==> config.mk <==
export PLATFORM = sky130hd
export DESIGN_NAME = hazard_ctrl_flat
export DESIGN_NICKNAME = d
export VERILOG_FILES = /design/src/rtl/hazard_pkg.sv /design/src/rtl/hazard_ctrl_if.sv /design/src/rtl/sat_counter.sv /design/src/rtl/hazard_ctrl.sv /design/src/flat_wrapper.sv
export SDC_FILE = /design/constraint.sdc
export NUM_CORES = 1
export LEC_CHECK = 0
export BUFFER_PORTS_ARGS = -buffer_cell sky130_fd_sc_hd__buf_2
export CORE_AREA = 4 4 93 95
export CTS_CLUSTER_SIZE = 12
export DETAILED_ROUTE_END_ITERATION = 7
export DIE_AREA = 0 0 97 99
export PLACE_DENSITY = 0.72
export SKIP_CTS_REPAIR_TIMING = 1
export SLEW_MARGIN = 20
export SYNTH_ARGS = -nofsm -noshare
export SYNTH_HDL_FRONTEND = slang
export SYNTH_SLANG_ARGS = --single-unit
==> constraint.sdc <==
create_clock -name clk -period 2.15 [get_ports clk]
set_input_delay 0.1075 -clock clk [delete_from_list [all_inputs] [get_ports clk]]
set_output_delay 0.1075 -clock clk [all_outputs]
set_load 0.02 [all_outputs]
==> src/rtl/hazard_pkg.sv <==
// Shared types and constants for the pipeline hazard controller.
package hazard_pkg;

  typedef enum logic {RUN, MD_WAIT} hz_state_t;

  // x0 is hardwired zero, so a load targeting it never creates a dependency
  localparam logic [4:0] NOP_RD = 5'd0;

  function automatic logic srcHit(input logic useSrc,
                                  input logic [4:0] rs,
                                  input logic [4:0] rd);
    return useSrc & (rs == rd);
  endfunction

endpackage

==> src/rtl/hazard_ctrl_if.sv <==
// Pipeline-side view of the hazard controller: hazard sources in, stall/flush controls out.
interface hazard_ctrl_if #(parameter int CNT_W = 32);

  logic             ID_EX_memread;
  logic [4:0]       ID_EX_rd;
  logic             ID_EX_md;
  logic [4:0]       IF_ID_rs1;
  logic [4:0]       IF_ID_rs2;
  logic             IF_ID_use_rs1;
  logic             IF_ID_use_rs2;
  logic             EX_branch_taken;
  logic             md_done;
  logic             md_go;
  logic             PC_stall;
  logic             IF_ID_stall;
  logic             ID_EX_stall;
  logic             IF_ID_flush;
  logic             ID_EX_flush;
  logic             EX_MEM_bubble;
  logic             md_timeout;
  logic [CNT_W-1:0] stall_cycles;
  logic [CNT_W-1:0] flush_events;

  modport master (
    output ID_EX_memread, ID_EX_rd, ID_EX_md, IF_ID_rs1, IF_ID_rs2,
           IF_ID_use_rs1, IF_ID_use_rs2, EX_branch_taken, md_done,
    input  md_go, PC_stall, IF_ID_stall, ID_EX_stall, IF_ID_flush,
           ID_EX_flush, EX_MEM_bubble, md_timeout, stall_cycles, flush_events
  );

  modport slave (
    input  ID_EX_memread, ID_EX_rd, ID_EX_md, IF_ID_rs1, IF_ID_rs2,
           IF_ID_use_rs1, IF_ID_use_rs2, EX_branch_taken, md_done,
    output md_go, PC_stall, IF_ID_stall, ID_EX_stall, IF_ID_flush,
           ID_EX_flush, EX_MEM_bubble, md_timeout, stall_cycles, flush_events
  );

endinterface

==> src/rtl/sat_counter.sv <==
// Event counter that sticks at its maximum value instead of wrapping.
module sat_counter #(
  parameter int W = 32
) (
  input  logic         clk,
  input  logic         Rst,
  input  logic         inc,
  output logic [W-1:0] count
);

  logic [W-1:0] r_count;

  always_ff @(posedge clk or posedge Rst) begin
    if (Rst) begin
      r_count <= '0;
    end else if (inc && (r_count != '1)) begin
      r_count <= r_count + W'(1);
    end
  end

  assign count = r_count;

endmodule

==> src/rtl/hazard_ctrl.sv <==
// Hazard controller for the 5-stage core: load-use bubble, branch flush,
// multi-cycle mul/div freeze with timeout, and stall/flush perf counters.
import hazard_pkg::*;

module hazard_ctrl #(
  parameter int MD_TIMEOUT = 64,
  parameter int CNT_W      = 32
) (
  input  logic         clk,
  input  logic         Rst,
  hazard_ctrl_if.slave hz
);

  localparam int WCW = $clog2(MD_TIMEOUT);
  localparam logic [WCW-1:0] WAIT_LAST = WCW'(MD_TIMEOUT - 1);

  hz_state_t      r_state;
  hz_state_t      w_nextState;
  logic [WCW-1:0] r_waitCnt;
  logic [WCW-1:0] w_nextWaitCnt;

  logic w_loadUse;
  logic w_mdGo;
  logic w_frontStall;
  logic w_exStall;
  logic w_ifFlush;
  logic w_idFlush;
  logic w_bubble;
  logic w_timeout;
  logic [CNT_W-1:0] w_stallCnt;
  logic [CNT_W-1:0] w_flushCnt;

  assign w_loadUse = hz.ID_EX_memread & (hz.ID_EX_rd != NOP_RD) &
                     (srcHit(hz.IF_ID_use_rs1, hz.IF_ID_rs1, hz.ID_EX_rd) |
                      srcHit(hz.IF_ID_use_rs2, hz.IF_ID_rs2, hz.ID_EX_rd));

  always_ff @(posedge clk or posedge Rst) begin
    if (Rst) begin
      r_state   <= RUN;
      r_waitCnt <= '0;
    end else begin
      r_state   <= w_nextState;
      r_waitCnt <= w_nextWaitCnt;
    end
  end

  always_comb begin
    w_nextState   = r_state;
    w_nextWaitCnt = r_waitCnt;
    w_mdGo        = 1'b0;
    w_frontStall  = 1'b0;
    w_exStall     = 1'b0;
    w_ifFlush     = 1'b0;
    w_idFlush     = 1'b0;
    w_bubble      = 1'b0;
    w_timeout     = 1'b0;
    case (r_state)
      RUN: begin
        // A taken branch discards the ID instruction, so its load-use hazard is moot
        if (hz.EX_branch_taken) begin
          w_ifFlush = 1'b1;
          w_idFlush = 1'b1;
        end else if (hz.ID_EX_md && !hz.md_done) begin
          w_mdGo        = 1'b1;
          w_frontStall  = 1'b1;
          w_exStall     = 1'b1;
          w_bubble      = 1'b1;
          w_nextState   = MD_WAIT;
          w_nextWaitCnt = '0;
        end else if (hz.ID_EX_md) begin
          w_mdGo = 1'b1;
        end else if (w_loadUse) begin
          w_frontStall = 1'b1;
          w_idFlush    = 1'b1;
        end
      end
      MD_WAIT: begin
        if (hz.md_done) begin
          w_nextState   = RUN;
          w_nextWaitCnt = '0;
        end else if (r_waitCnt == WAIT_LAST) begin
          w_timeout     = 1'b1;
          w_nextState   = RUN;
          w_nextWaitCnt = '0;
        end else begin
          w_frontStall  = 1'b1;
          w_exStall     = 1'b1;
          w_bubble      = 1'b1;
          w_nextWaitCnt = r_waitCnt + WCW'(1);
        end
      end
      default: begin
        w_nextState   = RUN;
        w_nextWaitCnt = '0;
      end
    endcase
  end

  // Reset silences every control line immediately, without waiting for a clock
  assign hz.md_go         = w_mdGo       & ~Rst;
  assign hz.PC_stall      = w_frontStall & ~Rst;
  assign hz.IF_ID_stall   = w_frontStall & ~Rst;
  assign hz.ID_EX_stall   = w_exStall    & ~Rst;
  assign hz.IF_ID_flush   = w_ifFlush    & ~Rst;
  assign hz.ID_EX_flush   = w_idFlush    & ~Rst;
  assign hz.EX_MEM_bubble = w_bubble     & ~Rst;
  assign hz.md_timeout    = w_timeout    & ~Rst;

  sat_counter #(.W(CNT_W)) u_stallCnt (
    .clk   (clk),
    .Rst   (Rst),
    .inc   (hz.PC_stall),
    .count (w_stallCnt)
  );

  sat_counter #(.W(CNT_W)) u_flushCnt (
    .clk   (clk),
    .Rst   (Rst),
    .inc   (hz.IF_ID_flush),
    .count (w_flushCnt)
  );

  assign hz.stall_cycles = w_stallCnt;
  assign hz.flush_events = w_flushCnt;

endmodule

==> src/flat_wrapper.sv <==
// flat-port wrapper written by rule: the top's interface ports become plain ports
module hazard_ctrl_flat 
#(
  parameter int MD_TIMEOUT = 64,
  parameter int CNT_W      = 32
)
  (clk, Rst, hz_ID_EX_memread, hz_ID_EX_rd, hz_ID_EX_md, hz_IF_ID_rs1, hz_IF_ID_rs2, hz_IF_ID_use_rs1, hz_IF_ID_use_rs2, hz_EX_branch_taken, hz_md_done, hz_md_go, hz_PC_stall, hz_IF_ID_stall, hz_ID_EX_stall, hz_IF_ID_flush, hz_ID_EX_flush, hz_EX_MEM_bubble, hz_md_timeout, hz_stall_cycles, hz_flush_events);
  hazard_ctrl_if #(.CNT_W(CNT_W)) hz_i ();
  input  logic clk;
  input  logic Rst;
  input wire logic [$bits(hz_i.ID_EX_memread)-1:0] hz_ID_EX_memread;
  input wire logic [$bits(hz_i.ID_EX_rd)-1:0] hz_ID_EX_rd;
  input wire logic [$bits(hz_i.ID_EX_md)-1:0] hz_ID_EX_md;
  input wire logic [$bits(hz_i.IF_ID_rs1)-1:0] hz_IF_ID_rs1;
  input wire logic [$bits(hz_i.IF_ID_rs2)-1:0] hz_IF_ID_rs2;
  input wire logic [$bits(hz_i.IF_ID_use_rs1)-1:0] hz_IF_ID_use_rs1;
  input wire logic [$bits(hz_i.IF_ID_use_rs2)-1:0] hz_IF_ID_use_rs2;
  input wire logic [$bits(hz_i.EX_branch_taken)-1:0] hz_EX_branch_taken;
  input wire logic [$bits(hz_i.md_done)-1:0] hz_md_done;
  output wire logic [$bits(hz_i.md_go)-1:0] hz_md_go;
  output wire logic [$bits(hz_i.PC_stall)-1:0] hz_PC_stall;
  output wire logic [$bits(hz_i.IF_ID_stall)-1:0] hz_IF_ID_stall;
  output wire logic [$bits(hz_i.ID_EX_stall)-1:0] hz_ID_EX_stall;
  output wire logic [$bits(hz_i.IF_ID_flush)-1:0] hz_IF_ID_flush;
  output wire logic [$bits(hz_i.ID_EX_flush)-1:0] hz_ID_EX_flush;
  output wire logic [$bits(hz_i.EX_MEM_bubble)-1:0] hz_EX_MEM_bubble;
  output wire logic [$bits(hz_i.md_timeout)-1:0] hz_md_timeout;
  output wire logic [$bits(hz_i.stall_cycles)-1:0] hz_stall_cycles;
  output wire logic [$bits(hz_i.flush_events)-1:0] hz_flush_events;
  assign hz_i.ID_EX_memread = hz_ID_EX_memread;
  assign hz_i.ID_EX_rd = hz_ID_EX_rd;
  assign hz_i.ID_EX_md = hz_ID_EX_md;
  assign hz_i.IF_ID_rs1 = hz_IF_ID_rs1;
  assign hz_i.IF_ID_rs2 = hz_IF_ID_rs2;
  assign hz_i.IF_ID_use_rs1 = hz_IF_ID_use_rs1;
  assign hz_i.IF_ID_use_rs2 = hz_IF_ID_use_rs2;
  assign hz_i.EX_branch_taken = hz_EX_branch_taken;
  assign hz_i.md_done = hz_md_done;
  assign hz_md_go = hz_i.md_go;
  assign hz_PC_stall = hz_i.PC_stall;
  assign hz_IF_ID_stall = hz_i.IF_ID_stall;
  assign hz_ID_EX_stall = hz_i.ID_EX_stall;
  assign hz_IF_ID_flush = hz_i.IF_ID_flush;
  assign hz_ID_EX_flush = hz_i.ID_EX_flush;
  assign hz_EX_MEM_bubble = hz_i.EX_MEM_bubble;
  assign hz_md_timeout = hz_i.md_timeout;
  assign hz_stall_cycles = hz_i.stall_cycles;
  assign hz_flush_events = hz_i.flush_events;
  hazard_ctrl #(.MD_TIMEOUT(MD_TIMEOUT), .CNT_W(CNT_W)) u_core (.clk(clk), .Rst(Rst), .hz(hz_i));
endmodule
==> metrics, run 1 <==
status complete, no violations; Worst-Margin Slew 520 ps; die area 9600 sq um; Placed Cells 576; Synth-to-Final Area Change 31.0%; Internal Power 2.17 mW; HP Class in2reg; via/cell ratio 5.23; WHS Endpoint u_core.r_state; largest net degree at the start of global routing 36; initial DRC count 78; most frequent cells in the layout buf_2, dfrtp_1, xor2_1; hold_ws 225 ps; Avg WL per Cell 14.3 microns; Synth area leader dfrtp_1; HP Start hz_ID_EX_md; Routed WL 8560 microns; synthesized flop and latch total 71; Initial Util 47.1%; Worst Skew 9.28 ps; DRT Pass-1 Iters 5; routed via count 3129; Setup-failing EPs final 0; EDFF count, synth 0; Post-Syn Instances 365; root buf cell clkbuf_8; worst-skew pair later-pin latency 340 ps; Async SR Flop Fraction 100%; net switching power 1.02 mW; Synth Area in Adders 1.03%; CP arrival 2320 ps; reg2reg start u_core.u_flushCnt.count[20]; IO buf count 94; Static Leak 2.38 nW; post-synthesis cell type count 39; Worst Path Required 2410 ps; Max FO, Critical Path 4; synthesized area 3640 sq um; row cnt 32; Comb pwr share 21.4%; gr ovfl total 0; Simple-Gate Fraction of Synth Area 26.9%; reg2reg path depth 6; most common flop cell mapped by yosys dfrtp_1; vias in the first global route 3081; Clock Sinks 71; Reg2Reg Setup Slack 100 ps; antenna violations before repair 0; Net Sw Frac 32.0%; global-route wire length before repair 14200 microns; Non-Filler Instances 598; most common cell after layout, fill and taps aside buf_2; Compound-Gate Fraction of Synth Area 2.58%; core area 7730 sq um; clk buf depth 2; post-synthesis sequential area ratio 48.8%; top-area cell type share of the netlist area 48.8%; Synth area leaders dfrtp_1, xor2_1, xnor2_1; IO Pins 95; hpwl dp 6290 microns; Avg Inst Size Synth 9.98 sq um; drt drc 0; # diodes 0; GP Congestion 0.812; Tmin final 2050 ps; total power 3.20 mW; mux contribution to synthesized area 0.618%; Achievable Freq 0.488 GHz; Flop pwr share 48.6%; CP Launch Type flop; H-tree Lvls 3; Max-cap violations 0; Die Ht 99 microns; TritonCTS clock tree yes; fin crit share 95.4%; Pwr per Cell Area 670 nW/um^2; CP endpoint kind flop; GRT Util Overall 17.9%; Clock power frac 30.1%; area of the multi-input gates 1920 sq um; register area 1780 sq um; Syn Nets 391; maximum VDD drop 454 uV; layout cells sized above 1 34.5%; xor/xnor share of the synthesized area 17.3%; Final nets 517; chip width 97 microns; crit path kind reg2reg; sum of negative setup slack 0 ps; Syn. warnings 0; max-slew violations 0; # fillers 666; final hold vios 0; Rel. slew slack 64.9%; clock slew at reported path FFs 70 ps; post-route ant nets 0; Num CTS Buffers 9; WHS Path Cells 5; Critical R2R Capture u_core.u_flushCnt.count[31]; largest family of logic cells by synthesized area simple AND/OR/NAND/NOR gates
## metrics by stage
step	area [sq um]	util (%)	worst slack [ps]
3_3_place_gp	4400	56.9	56.9
2_1_floorplan	3640	-	33.7
5_1_grt	4770	61.8	-39.0
3_5_place_dp	4400	56.9	-37.9
4_1_cts	4570	59.2	-63.3
6_report	4770	61.8	98.7
## state kept, by name (all words and copies together), names as in the netlist
name,count
u_core.u_flushCnt.count,32
u_core.u_stallCnt.count,32
u_core.r_waitCnt,6
u_core.r_state,1
## final cells by class
class                   instances  area share [%]
repair buffers                124            15.3
well taps                     102            2.67
multi-input cells             272            40.1
flip-flops and latches         71            37.2
inverters                      13            1.02
clock buffers                  11            2.96
clock inverters                 5           0.708
## how the worst max path moves through the flow
stage	startpoint	endpoint	slack [ps]	cells past startpoint
after floorplan	u_core.r_waitCnt[0]	u_core.u_stallCnt.count[1]	30	8
after global placement	u_core.r_waitCnt[0]	u_core.u_stallCnt.count[18]	60	8
after detailed placement	u_core.r_waitCnt[0]	u_core.u_stallCnt.count[19]	-40	8
after CTS	u_core.r_waitCnt[0]	u_core.u_stallCnt.count[19]	-60	8
after global routing	u_core.u_stallCnt.count[14]	u_core.u_stallCnt.count[22]	-40	6
final	u_core.u_flushCnt.count[20]	u_core.u_flushCnt.count[31]	100	6
## power groups by stage
| stage | Clock, mW | Sequential [mW] | Combinational, mW |
|---|---|---|---|
| final | 0.960 | 1.55 | 0.683 |
| after global routing | 1.06 | 1.57 | 0.746 |
| after CTS | 0.992 | 1.55 | 0.671 |
| after detailed placement | 0 | 1.57 | 0.666 |
| after global placement | 0 | 1.57 | 0.648 |
| after floorplan | 0 | 1.72 | 0.226 |
## per-layer routing
layer	global-route usage, %	share of wire, %
met5	0	0
met4	7.67	1.4
met3	3.96	5.2
met2	29.5	50
met1	22.6	44
## worst max-delay path, cell delays in order, from the launching register on
cell and delay (ps):
dfrtp_1 410, nand3_2 120, or3_4 360, or2_0 230, or4_4 570, nor3_2 140
xor2_1 150
## synthesized netlist by cell type (2+ instances only)
cell      number
nor3b_1        2
nand4_1       10
nor3_2         3
a31oi_1        2
buf_4          3
inv_1         13
dfrtp_1       71
a21oi_1        2
xnor2_1       33
and3_1         8
and4_1         7
or3_1          6
nor3_1        19
nand2b_1       3
xor2_1        39
or4_1          2
and2_1         3
buf_2          4
nand3_1       23
ha_1           3
o21ai_0        8
nor4b_1        6
nand2_1       35
mux2_2         2
nor4_1        13
nor2_1        31
o21a_1         2
## cells by family (layout without fill, tap and decap cells)
group	count (synthesis)	count (layout)
AND/OR/NAND/NOR	179	179
multiplexers	2	2
buffers and inverters	22	153
AO/OA/AOI/OAI	16	16
XOR/XNOR	72	72
flip-flops	71	71
adder cells (fa/ha/maj)	3	3
Power figures use the tool's default switching activity.
==> run 2: changes to the inputs <==
--- a/config.mk
+++ b/config.mk
@@ -8,6 +8,7 @@
 export BUFFER_PORTS_ARGS = -buffer_cell sky130_fd_sc_hd__buf_2
-export CORE_AREA = 4 4 93 95
+export CORE_AREA = 2 2 91 93
 export CTS_CLUSTER_SIZE = 12
 export DETAILED_ROUTE_END_ITERATION = 7
-export DIE_AREA = 0 0 97 99
+export DIE_AREA = 0 0 93 95
+export HOLD_SLACK_MARGIN = 0.15
 export PLACE_DENSITY = 0.72
==> constraint.sdc (replaced) <==
create_clock -name clk -period 2.15 [get_ports clk]
set_input_delay 0.215 -clock clk [delete_from_list [all_inputs] [get_ports clk]]
set_output_delay 0.215 -clock clk [all_outputs]
set_load 0.02 [all_outputs]
==> metrics, run 2 (same netlist as run 1, synthesis figures left out) <==
clk buf depth 2; max-slew violations 0; Final nets 524; RSZ-0062 raised after global routing true; maximum VDD drop 534 uV; fin crit share 99.5%; Die Ht 95 microns; IO Pins 95; Worst Path Required 1930 ps; Setup-failing EPs final 0; Pwr per Cell Area 713 nW/um^2; core area 7930 sq um; CP Launch Type flop; root buf cell clkbuf_8; Initial Util 45.9%; CP endpoint kind output pin; TritonCTS clock tree yes; Static Leak 2.45 nW; Worst Skew 8.32 ps; hold_ws 331 ps; gr ovfl total 0; worst-skew pair later-pin latency 340 ps; Buf+Inv Stages, Crit Path 3; routed via count 3134; Clock Sinks 71; status complete, no violations; GRT Util Overall 19.2%; register area 1780 sq um; post-route ant nets 0; Crit path top cell by count buf_6; die area 8840 sq um; antenna violations before repair 0; DRT Pass-1 Iters 4; CP max stage cell dfrtp_1; setup ws final 10.3 ps; Worst-Margin Slew 418 ps; largest net degree at the start of global routing 70; crit path kind reg2out; IO buf count 94; Max FO, Critical Path 4; Tmin final 2140 ps; global-route wire length before repair 13600 microns; row cnt 33; CP max stage delay 360 ps; # diodes 0; initial DRC count 111; Placement Setup Slack 6.61 ps; Avg WL per Cell 13.8 microns; most frequent cells in the layout buf_2, dfrtp_1, xor2_1; Reg2Reg Setup Slack 110 ps; hpwl dp 6030 microns; drt drc 0; Achievable Freq 0.467 GHz; Max-cap violations 0; Num CTS Buffers 9; area of the multi-input gates 1830 sq um; GP Congestion 0.774; H-tree Lvls 3; layout cells sized above 1 33.4%; chip width 93 microns; clock slew at reported path FFs 70 ps; total power 3.42 mW; Synth-to-Final Area Change 31.6%; # fillers 699; final hold vios 0; crit-path cells ha_2 > and3_4 > a31oi_4 > o21a_2 > a21oi_4 > inv_2 > buf_6 > buf_6; vias in the first global route 2997; HP Class in2async; Routed WL 8420 microns; via/cell ratio 5.15; CP arrival 1920 ps; most common cell after layout, fill and taps aside buf_2; sum of negative setup slack 0 ps; family with the most delay on the worst path compound AO/OA/AOI/OAI gates; Rel. slew slack 71.9%
## run 2: per-layer routing
layer	GRT usage (%)	wire length [microns]	vias up	share of wire [%]
met5	0	0	-	0
met4	4.78	77	0	0.91
met3	4.71	396	8	4.7
met2	32.4	4080	69	48
met1	25.0	3870	1524	46
li1	-	-	1533	-
## run 2: final timing paths
kind                                                    end  depth (start not counted)                        start
worst max-delay path                         hz_IF_ID_stall                          8          u_core.r_waitCnt[1]
max in group asynchronous        u_core.u_stallCnt.count[9]                          4                          Rst
worst min-delay path                    u_core.r_waitCnt[4]                          3                          Rst
worst max register to register  u_core.u_stallCnt.count[23]                          8   u_core.u_stallCnt.count[0]
worst min register to register  u_core.u_stallCnt.count[11]                          1  u_core.u_stallCnt.count[11]
min in group clk                             u_core.r_state                          5                  hz_ID_EX_md
## run 2: power by group
group / internal (mW) / switching, mW
clock: 0.681 / 0.501
sequential: 1.44 / 0.105
combinational: 0.288 / 0.398
total: 2.41 / 1.00
## run 2: stage by stage
stage	cells	util [%]	area (sq um)
floorplan	365	-	3640
global placement	585	56.0	4440
detailed placement	585	56.0	4440
CTS	601	58.7	4660
global route	608	60.4	4790
finish	608	60.4	4790
## run 2: area by class of cell
| type | instances | share of cell area (%) |
|---|---|---|
| timing repair buffer | 131 | 16.3 |
| clock inverter | 6 | 1.75 |
| clock buffer | 10 | 2.87 |
| inverter | 13 | 1.02 |
| multi-input combinational | 272 | 38.2 |
| sequential | 71 | 37.1 |
| tap | 105 | 2.74 |
## run 2: worst reg2reg max path: cells and delay by family (launching register included)
kind | cells | cell delay [ps]
DFF | 1 | 380
adders and majority gates | 1 | 230
xor gates and xnor gates | 1 | 200
and+or+nand+nor | 5 | 970
buffers and inverters | 1 | 190
==> run 3: changes to the inputs <==
Settings changed: ABC_AREA set to 1, CORE_AREA 2 2 91 93 to 2 2 101 103, DIE_AREA 0 0 93 95 to 0 0 103 105, PLACE_DENSITY 0.72 to 0.74.
==> metrics, run 3 <==
largest net degree at the start of global routing 72; GP Congestion 0.950; IO Pins 95; post-synthesis cell type count 31; Non-Filler Instances 988; Worst-Margin Slew 903 ps; CP Launch Type flop; CP endpoint kind output pin; Rel. slew slack 39.8%; placed cell area 5480 sq um; met2 Resource Use GR 39.4%; DRT Pass-1 Iters 5; Pwr per Cell Area 627 nW/um^2; most common cell after layout, fill and taps aside nand2_1; most common flop cell mapped by yosys dfrtp_1; H-tree Lvls 3; top-area cell type share of the netlist area 36.5%; Die Ht 105 microns; HP Class in2async; register area 1780 sq um; Avg Inst Size Synth 6.57 sq um; global-route wire length before repair 22100 microns; vias in the first global route 4614; Placement Setup Slack 92.0 ps; # fillers 942; clock slew at reported path FFs 80 ps; Worst Skew 11.0 ps; Worst Path Required 1930 ps; fin crit share 94.1%; most common cell in the synthesized netlist nand2_1; Final nets 876; Post-synth top cells nand2_1, nor2_1, dfrtp_1; worst-skew pair later-pin latency 360 ps; clk buf depth 2; Post-Syn Instances 741; row cnt 36; # diodes 0; Synth area leaders dfrtp_1, nand2_1, nor2_1; M3 GR Usage 3.61%; synthesized area 4870 sq um; chip width 103 microns; routed via count 5067; max-slew violations 0; area of the multi-input gates 2720 sq um; reg2reg path depth 10; antenna violations before repair 0; hold_ws 201 ps; CP arrival 1810 ps; TritonCTS clock tree yes; maximum VDD drop 366 uV; root buf cell clkbuf_8; setup ws final 126 ps; most frequent cells in the layout nand2_1, buf_2, nor2_1; EDFF count, synth 0; drt drc 0; initial DRC count 312; Achievable Freq 0.494 GHz; Routed WL 13500 microns; Synth area leader dfrtp_1; M1 GR Usage 37.2%; hpwl dp 10000 microns; synthesized flop and latch total 71; GRT Util Overall 25.7%; Async SR Flop Fraction 100%; Syn. warnings 0; Syn Nets 767; status complete, no violations; gr ovfl total 0; layout cells sized above 1 18.1%; most used routing layer met2; final hold vios 0; total power 3.66 mW; Initial Util 50.5%; post-synthesis sequential area ratio 36.5%; Static Leak 3.09 nW; core area 9640 sq um; die area 10800 sq um; crit path kind reg2out; Placed Cells 963; Avg WL per Cell 13.7 microns; Clock Sinks 71; post-route ant nets 0; Max-cap violations 0; Synth-to-Final Area Change 19.8%; via/cell ratio 5.13; IO buf count 94; design area 5830 sq um; Max FO, Critical Path 9; Setup-failing EPs final 0; Num CTS Buffers 9; Tmin final 2020 ps
==> run 3: cell count changes after synthesis, moves of 7 or more <==
| cell | before | now |
|---|---|---|
| nor4_1 | 13 | 1 |
| nand3b_1 | 1 | 14 |
| xnor2_1 | 33 | 8 |
| nand3_1 | 23 | 55 |
| xor2_1 | 39 | 29 |
| nor3_1 | 19 | 26 |
| o21ai_1 | 0 | 9 |
| and4_1 | 7 | 0 |
| nor2_1 | 31 | 79 |
| nand2_1 | 35 | 315 |
| inv_1 | 13 | 69 |
| and3_1 | 8 | 1 |
==> run 3: through the flow <==
stage | utilization, % | setup TNS [ps]
4_1_cts | 59.4 | -285
3_3_place_gp | 56.8 | 0
5_1_grt | 60.5 | -2.84
2_1_floorplan | - | 0
3_5_place_dp | 56.8 | 0
6_report | 60.5 | 0
==> run 3: cell type report <==
class                      instances  area share, %
multi-input combinational        580           46.7
clock buffer                      14           3.13
clock inverter                     2           1.03
tap                              133           2.85
timing repair buffer             114           11.0
sequential                        71           30.5
inverter                          74           4.81
==> run 3: final timing paths <==
kind                                            start                     endpoint  slack, ps
min in group clk                          hz_ID_EX_md               u_core.r_state        200
hold reg to reg                   u_core.r_waitCnt[1]          u_core.r_waitCnt[1]        530
setup / recovery                  u_core.r_waitCnt[0]               hz_IF_ID_stall        130
setup reg to reg           u_core.u_flushCnt.count[1]  u_core.u_flushCnt.count[19]        200
hold / removal                                    Rst  u_core.u_stallCnt.count[31]        200
max in group asynchronous                         Rst  u_core.u_stallCnt.count[25]       1370
==> run 3: worst max-delay path, cell delays in order, from the launching register on <==
cell and delay, ps:
dfrtp_1 390, ha_2 210, nand3_2 90, nor2_2 150, nand2_2 80, nand2_2 90
o21ai_2 70, nand2_2 90, nand2_4 110, buf_4 180
==> run 3: where the power goes <==
| part | switching [mW] | internal [mW] | total [mW] |
|---|---|---|---|
| clock | 0.530 | 0.782 | 1.31 |
| sequential | 0.136 | 1.44 | 1.57 |
| combinational | 0.508 | 0.264 | 0.772 |
==> run 3: routing by layer <==
layer / vias up / part of all wire (%)
li1: 2531 / -
met1: 2333 / 45
met5: - / 0
met4: 0 / 1.4
met3: 16 / 7.0
met2: 187 / 47
==> run 3: logic make-up (layout without fill, tap and decap cells) <==
logic type	Yosys count	count (layout)	synth area share (%)
buf+inv	90	204	8.25
xor+xnor	37	37	6.66
compound gates	24	24	2.80
fa+ha+maj	3	3	0.771
flops	71	71	36.5
simple gates	516	516	45.0
